File: config.mk
export PLATFORM = sky130hd
export DESIGN_NAME = sync_arith_arbiter_2
export DESIGN_NICKNAME = d
export VERILOG_FILES = /design/src/rtl/sync_arith_pkg.sv /design/src/rtl/sync_arith_arbiter_2_rr_arb_2.sv /design/src/rtl/sync_arith_arbiter_2.sv
export SDC_FILE = /design/constraint.sdc
export NUM_CORES = 1
export LEC_CHECK = 0
export BUFFER_PORTS_ARGS = -buffer_cell sky130_fd_sc_hd__buf_2
export CAP_MARGIN = 20
export CORE_AREA = 2 2 109 111
export CTS_BUF_LIST = sky130_fd_sc_hd__clkbuf_2
export DETAILED_ROUTE_END_ITERATION = 7
export DIE_AREA = 0 0 111 113
export PLACE_DENSITY = 0.8
export SKIP_LAST_GASP = 1
export SLEW_MARGIN = 40
export SYNTH_ARGS = -nofsm -noshare
export SYNTH_HDL_FRONTEND = slang
export SYNTH_SLANG_ARGS = --single-unit
File: constraint.sdc
create_clock -name i_clk -period 2.2 [get_ports i_clk]
set_input_delay 0.44 -clock i_clk [delete_from_list [all_inputs] [get_ports i_clk]]
set_output_delay 0.44 -clock i_clk [all_outputs]
set_load 0.02 [all_outputs]
File: src/rtl/sync_arith_pkg.sv
// Shared types and constants for the arithmetic-unit arbiter.
// State encoding, op codes and status bit positions.
package sync_arith_pkg;

    typedef enum logic [1:0] {
        IDLE,
        WAIT,
        CAPTURE,
        RESP
    } arb_state_t;

    localparam logic [1:0] OP_KONW  = 2'b00;
    localparam logic [1:0] OP_PORO  = 2'b01;
    localparam logic [1:0] OP_USTAW = 2'b10;
    localparam logic [1:0] OP_PRZES = 2'b11;

    localparam int ST_ERROR = 3;
    localparam int ST_ODD0  = 2;
    localparam int ST_ZEROS = 1;
    localparam int ST_OVF   = 0;

    function automatic logic [1:0] onehot2(input logic id);
        return id ? 2'b10 : 2'b01;
    endfunction

endpackage

File: src/rtl/sync_arith_arbiter_2_rr_arb_2.sv
// Two-way round-robin grant, purely combinational.
// The pointer only breaks ties when both requesters are valid.
module rr_arb_2
    import sync_arith_pkg::*;
(
    input  logic [1:0] i_valid,
    input  logic       i_ptr,
    output logic [1:0] o_grant,
    output logic       o_grant_id
);

    // pick the winner and its one-hot grant
    always_comb begin
        o_grant    = 2'b00;
        o_grant_id = 1'b0;
        unique case (i_valid)
            2'b01: o_grant_id = 1'b0;
            2'b10: o_grant_id = 1'b1;
            2'b11: o_grant_id = i_ptr;
            default: o_grant_id = 1'b0;
        endcase
        if (i_valid != 2'b00) begin
            o_grant = onehot2(o_grant_id);
        end
    end

endmodule

File: src/rtl/sync_arith_arbiter_2.sv
// Shares one arithmetic unit between two requesters, round-robin.
// Optional error counter enabled by SYNC_ARITH_ARB_ERR_CNT_EN.
module sync_arith_arbiter_2
    import sync_arith_pkg::*;
#(
    parameter int BITS    = 32,
    parameter int ALU_LAT = 1
) (
    input  logic              i_clk,
    input  logic              i_reset,
    input  logic [1:0]        i_req_valid,
    output logic [1:0]        o_req_ready,
    input  logic [2*BITS-1:0] i_req_arg_A,
    input  logic [2*BITS-1:0] i_req_arg_B,
    input  logic [3:0]        i_req_op,
    output logic [1:0]        o_rsp_valid,
    input  logic [1:0]        i_rsp_ready,
    output logic [BITS-1:0]   o_rsp_result,
    output logic [3:0]        o_rsp_status,
    output logic [BITS-1:0]   o_alu_arg_A,
    output logic [BITS-1:0]   o_alu_arg_B,
    output logic [1:0]        o_alu_op,
    input  logic [BITS-1:0]   i_alu_result,
    input  logic [3:0]        i_alu_status,
    output logic              o_busy
`ifdef SYNC_ARITH_ARB_ERR_CNT_EN
   ,output logic [7:0]        o_err_cnt
`endif
);

    localparam logic [3:0] LAT_LOAD = 4'(ALU_LAT);

    arb_state_t      state_q, state_d;
    logic            ptr_q, ptr_d;
    logic            gnt_q, gnt_d;
    logic [3:0]      cnt_q, cnt_d;
    logic [BITS-1:0] a_q, a_d;
    logic [BITS-1:0] b_q, b_d;
    logic [1:0]      op_q, op_d;
    logic [BITS-1:0] res_q, res_d;
    logic [3:0]      st_q, st_d;

    logic [1:0]      arb_gnt;
    logic            arb_id;

    rr_arb_2 u_arb (
        .i_valid    (i_req_valid),
        .i_ptr      (ptr_q),
        .o_grant    (arb_gnt),
        .o_grant_id (arb_id)
    );

    // next-state, operand latch and result capture
    always_comb begin
        state_d = state_q;
        ptr_d   = ptr_q;
        gnt_d   = gnt_q;
        cnt_d   = cnt_q;
        a_d     = a_q;
        b_d     = b_q;
        op_d    = op_q;
        res_d   = res_q;
        st_d    = st_q;
        unique case (state_q)
            IDLE: begin
                if (arb_gnt != 2'b00) begin
                    a_d     = arb_id ? i_req_arg_A[2*BITS-1:BITS]
                                     : i_req_arg_A[BITS-1:0];
                    b_d     = arb_id ? i_req_arg_B[2*BITS-1:BITS]
                                     : i_req_arg_B[BITS-1:0];
                    op_d    = arb_id ? i_req_op[3:2] : i_req_op[1:0];
                    gnt_d   = arb_id;
                    cnt_d   = LAT_LOAD;
                    state_d = WAIT;
                end
            end
            WAIT: begin
                cnt_d = cnt_q - 4'd1;
                if (cnt_q == 4'd1) begin
                    state_d = CAPTURE;
                end
            end
            CAPTURE: begin
                res_d   = i_alu_result;
                st_d    = i_alu_status;
                state_d = RESP;
            end
            RESP: begin
                if (i_rsp_ready[gnt_q]) begin
                    ptr_d   = ~gnt_q;
                    state_d = IDLE;
                end
            end
            default: state_d = IDLE;
        endcase
    end

    // state and datapath registers
    always_ff @(posedge i_clk) begin
        if (i_reset) begin
            state_q <= IDLE;
            ptr_q   <= 1'b0;
            gnt_q   <= 1'b0;
            cnt_q   <= 4'd0;
            a_q     <= '0;
            b_q     <= '0;
            op_q    <= 2'b00;
            res_q   <= '0;
            st_q    <= 4'd0;
        end else begin
            state_q <= state_d;
            ptr_q   <= ptr_d;
            gnt_q   <= gnt_d;
            cnt_q   <= cnt_d;
            a_q     <= a_d;
            b_q     <= b_d;
            op_q    <= op_d;
            res_q   <= res_d;
            st_q    <= st_d;
        end
    end

    // handshake outputs decoded from state
    always_comb begin
        o_req_ready = 2'b00;
        o_rsp_valid = 2'b00;
        if (state_q == IDLE) begin
            o_req_ready = arb_gnt;
        end
        if (state_q == RESP) begin
            o_rsp_valid = onehot2(gnt_q);
        end
    end

    assign o_busy       = (state_q != IDLE);
    assign o_alu_arg_A  = a_q;
    assign o_alu_arg_B  = b_q;
    assign o_alu_op     = op_q;
    assign o_rsp_result = res_q;
    assign o_rsp_status = st_q;

`ifdef SYNC_ARITH_ARB_ERR_CNT_EN
    logic [7:0] err_q, err_d;

    // count error responses, saturating
    always_comb begin
        err_d = err_q;
        if (state_q == CAPTURE && i_alu_status[ST_ERROR] &&
            err_q != 8'hFF) begin
            err_d = err_q + 8'd1;
        end
    end

    // error counter register
    always_ff @(posedge i_clk) begin
        if (i_reset) begin
            err_q <= 8'd0;
        end else begin
            err_q <= err_d;
        end
    end

    assign o_err_cnt = err_q;
`endif

endmodule

# After elaboration in Yosys (flattened, before gate mapping)
# Index checks and enable logic that the tools add are counted.
totals:
  reg_bits: 110
  output_inout_bits: 107
  wordCells: 47
classes:
  add_sub_neg: 1
  magnitude_cmp: 1
  n_eq_ne: 9
  muxes: 17
  bitwise: 1
  reduce_logical: 9
ops:
  columns: ["operator", "n"]
  rows:
  - ["two-way mux 32 bit", 2]
  - ["two-way mux 2 bit", 9]
  - ["equality test 2 bit (second input constant)", 4]
  - ["one-hot mux 2 bit (4 select lines)", 1]
  - ["one-hot mux 4 bit (2 select lines)", 1]
  - ["nonzero test 2 bit", 4]
  - ["inequality test 2 bit (second input constant)", 3]
  - ["AND reduction 2 bit", 3]
  - ["equality test 4 x 1 -> 1 bit (second input constant)", 1]
  - ["two-way mux 4 bit", 1]
  - ["subtractor 4 x 1 -> 4 bit (second input constant)", 1]
  - ["AND reduction 3 bit", 1]
  - ["equality test 2 x 1 -> 1 bit (second input constant)", 1]
  - ["zero test 2 bit", 1]
  - ["less-than comparator 1 x 2 -> 1 bit (second input constant)", 1]
  - ["two-way mux 1 bit", 2]
  - ["one-hot mux 1 bit (2 select lines)", 1]
  - ["inverter 1 bit", 1]

# Logic depth before layout (Yosys ltp)
logic_depth:
  word_depth: 7
  ltp_mapped: 8
  depth_no_buf: 5

# Cells and area by module
# A second synthesis with hierarchy kept.
unflattened:
  cells_unflattened: 473
  hier_area_um2: 4687.0
by_module_without_submodules:
  columns: ["mod", "n_inst", "cells_each", "area_per_inst_um2"]
  rows:
  - ["sync_arith_arbiter_2", 1, 469, 4660.7]
  - ["rr_arb_2", 1, 4, 26.3]

# Worst setup path after synthesis
# OpenSTA, ideal clock, no wires.
synth_timing:
  path_kind: "reg-to-output"
  from: "register state_q[0]"
  to: "output o_req_ready[0]"
  arrival_ns: 1.390
  t_required_ns: 1.760
  slack_ns: 0.370
  path_stages_with_launch: 8
  n_path_buf: 3
  cell_sequence: "dfxtp_1 -> inv_1 -> ha_1 -> buf_6 -> and2_1 -> buf_2 -> buf_2 -> and2_1"
synth_via:
  elab_chain_len: 2
synth_rtl:
  columns: ["element", "line_no", "rtl"]
  rows:
  - ["start: declaration", "sync_arith_arbiter_2.sv:33", "arb_state_t state_q, state_d;"]
  - ["start signal: assignment", "sync_arith_arbiter_2.sv:111", "state_q <= state_d;"]
  - ["zero test 2 bit", "sync_arith_arbiter_2.sv:127", "if (state_q == IDLE) begin"]
  - ["two-way mux 2 bit", "sync_arith_arbiter_2.sv:127", null]
  - ["end: declaration", "sync_arith_arbiter_2.sv:12", "output logic [1:0] o_req_ready,"]
# Every way passes these cells.

# Worst setup path after layout
layout_timing:
  from: "register state_q[1]"
  to: "output o_req_ready[1]"
# Same word-level chain as after synthesis.

==> run_results.csv <==
group,metric,value,unit
layout,drive_above_1_share,43.51,%
clocking,cts_tree,"built",
critical_path,slowest_delay,0.38,ns
layout,instances_no_fill,930,
synthesis,synth_area,4999,um2
critical_path,crit_fanout,4,
sta,rsz0062_at_grt,"yes",
route,first_pass_iters,7,
floorplan,boundaryPins,281,
floorplan,die-width,111,um
power,peakVddDrop,512.2,uV
place,io_buffer_count,280,
route,drc_errors,0,
grt,grt_pass1_wl,23090,um
synthesis,synth_seq_cells,110,
clocking,path_clk_slew,0.28,ns
route,num_vias,5208,
sta,tightest_slew,0.6967,ns
critical_path,worst-path-buf-inv,4,
route,wl,15060,um
synthesis,yosysWarnings,0,
synthesis,netlist_instances,524,
clocking,root_buffer,"clkbuf_2",
power,power,0.007437,W
power,leakagePower,2.983,nW
synthesis,yosysTopAreaCell,"dfxtp_1",
synthesis,synth-seq-area-share,44.06,%
outcome,violations,"negative setup slack",
synthesis,synth.area.top_cells,"dfxtp_1, mux2i_1, a32oi_1",
synthesis,ys.flop_type,"dfxtp_1",
critical_path,reg2regPathDepth,7,
worst_hold_path,hp-class,"input port to flop",
route,vias_per_cell,5.600,
grt,antenna_found_initial,0,
synthesis,synth_fp_nets,704,
layout,ff_latch_area,2205,um2
sta,fmax,450.2,MHz
clocking,htree_levels,3,
critical_path,critical_path.top_delay_family,"flip-flops",
sta,final_max_slew_viol_count,0,
critical_path,critPathRequiredTime,1.76,ns
layout,stdcell_area,6704,um2
sta,relSlewSlack,53.55,%
critical_path,crit_type,"flop to primary output",
critical_path,arrival,1.78,ns
sta,fin_skew,0.02490,ns
route,drt_iter0_markers,357,
critical_path,startpoint_type,"flop",
sta,setup_ws,-0.02127,ns
floorplan,floorplan.initialDensity,44.34,%
critical_path,slowest_stage,"dfxtp_2",
floorplan,fp.dieH,113,um
synthesis,syn_avg_cell_area,9.539,um2
clocking,clk_latency,0.60,ns
critical_path,crit_top_cell,"inv_2",
grt,grt_pass1_vias,4882,
synthesis,yosysTopAreaCellShare,44.06,%
place,dpl.cell_count,900,
clocking,clk_path_buf_depth,2,
floorplan,die-area,12540,um2
layout,multi_input_area,2509,um2
critical_path,critical_path_depth,6,
floorplan,core_area,11270,um2
route,wl_per_cell,16.20,um
layout,area_growth,34.12,%
sta,layout_min_cycle_time,2.221,ns
grt,grt_start_max_net_pins,70,
clocking,cts.sinks,110,
synthesis,synth_edf_count,0,
worst_hold_path,whs_path_depth,3,
sta,finalHoldViolations,0,
route,postRouteAntennaNets,0,
place,hpwlAfterDp,10560,um
grt,grt_usage,22.40,%
place,dpl_cell_area,6417,um2
synthesis,synthArstFlopShare,0,%
synthesis,synthTopCellsByCount,"dfxtp_1, nor2_1, a21oi_1",
power,cellPowerDensity,1109,nW/um2
place,gp_routability_congestion,0.8618,
sta,min_period_over_period,101.0,%
clocking,numCtsBuffers,9,
layout,nFillCells,962,
layout,final_nets,962,
grt,overflow,0,
flow_run,cap_violations,0,
critical_path,worstPathCellList,"inv_2 > ha_4 > inv_2 > or3_4 > inv_2 > buf_6",
sta,setup_viol,1,
outcome,status,"finished with violations",
synthesis,yosysMostFrequentCell,"dfxtp_1",
place,pre_cts_ws,0.2519,ns
synthesis,yosysUniqueCellTypes,35,
critical_path,cp-end-kind,"primary output",
floorplan,rows,39,
## layer usage
layer	vias to the layer above	GRT usage, %	wire [um]
li1	2476	-	-
met1	2420	25.97	5977
met2	271	38.53	7392
met3	41	5.892	1241
met4	0	11.08	454
met5	-	0	0
## cell families after synthesis
| logic type | synth area share, % |
|---|---|
| DFF | 44.06 |
| AOI/OAI and AO/OA | 21.55 |
| adders and majority gates | 1.502 |
| buffers and inverters | 6.558 |
| and+or+nand+nor | 18.52 |
| muxes | 7.810 |
## metrics by stage
| stage | setup TNS, ns | utilization, % | hold slack, ns |
|---|---|---|---|
| global placement | 0 | 56.93 | 0.4553 |
| floorplan | 0 | - | 0.4445 |
| detailed placement | 0 | 56.93 | 0.4796 |
| CTS | -0.1163 | 58.61 | 0.006630 |
| finish | -0.02127 | 59.47 | 0.06384 |
| global route | -0.1512 | 59.45 | 0.001323 |
## state kept, by name (all words and copies together), names as in the netlist
| name | flops |
|---|---|
| o_alu_op | 2 |
| o_rsp_result | 32 |
| o_rsp_status | 4 |
| state_q | 2 |
| o_alu_arg_A | 32 |
| o_alu_arg_B | 32 |
| cnt_q | 4 |
| gnt_q | 1 |
| ptr_q | 1 |
## path summary, 6_finish.rpt
path	from	slack [ns]	to
max	state_q[1]$_SDFFE_PP0P_	-0.02	o_req_ready[1]
min	i_req_arg_B[38]	0.06	o_alu_arg_B[6]$_SDFFE_PP0P_
max reg2reg	state_q[1]$_SDFFE_PP0P_	0.33	cnt_q[3]$_SDFFE_PP0P_
min reg2reg	cnt_q[1]$_SDFFE_PP0P_	0.51	cnt_q[1]$_SDFFE_PP0P_
## layout make-up
class                           instances  area share (%)
Antenna cell                            1         0.03733
Clock buffer                            9          0.6719
Clock inverter                          6           1.157
Inverter                                9          0.5039
Multi-Input combinational cell        345           37.42
Sequential cell                       110           32.89
Tap cell                              143           2.669
Timing Repair Buffer                  307           24.65
## tightest hold or removal path, delay by kind of cell
family	cells	cell delay, ns
and+or+nand+nor	1	0.07
AOI/OAI and AO/OA	1	0.06
buffers and inverters	1	0.10
## placed cells by master (no fill, tap or decap), types with 5 or more instances in the layout
master / count
buf_2: 277
dfxtp_1: 108
nor2_1: 67
a21oi_1: 43
mux2i_1: 39
a32oi_1: 37
nand4b_1: 37
nand3b_1: 29
buf_4: 22
o21ai_1: 20
a311oi_1: 19
o21ai_0: 11
a311oi_2: 10
clkbuf_2: 9
inv_2: 5
dlygate4sd3_1: 5
## power breakdown
part | total, W | internal [W] | switching (W)
Combinational | 0.00359 | 0.00140 | 0.00218
Clock | 0.000987 | 0.000358 | 0.000628
Sequential | 0.00286 | 0.00255 | 0.000311
Total | 0.00744 | 0.00431 | 0.00312
## timing repair
action / CTS / global route
cloned: 0 / 0
gates resized for setup: 13 / 3
endpoints found under the setup margin: 2 / 4
setup buffers: 5 / 5
pin swaps: 2 / 1
hold buffers: 0 / 5
endpoints found under the hold margin: 0 / 5
Note: power is estimated with default switching activity, not from simulation.
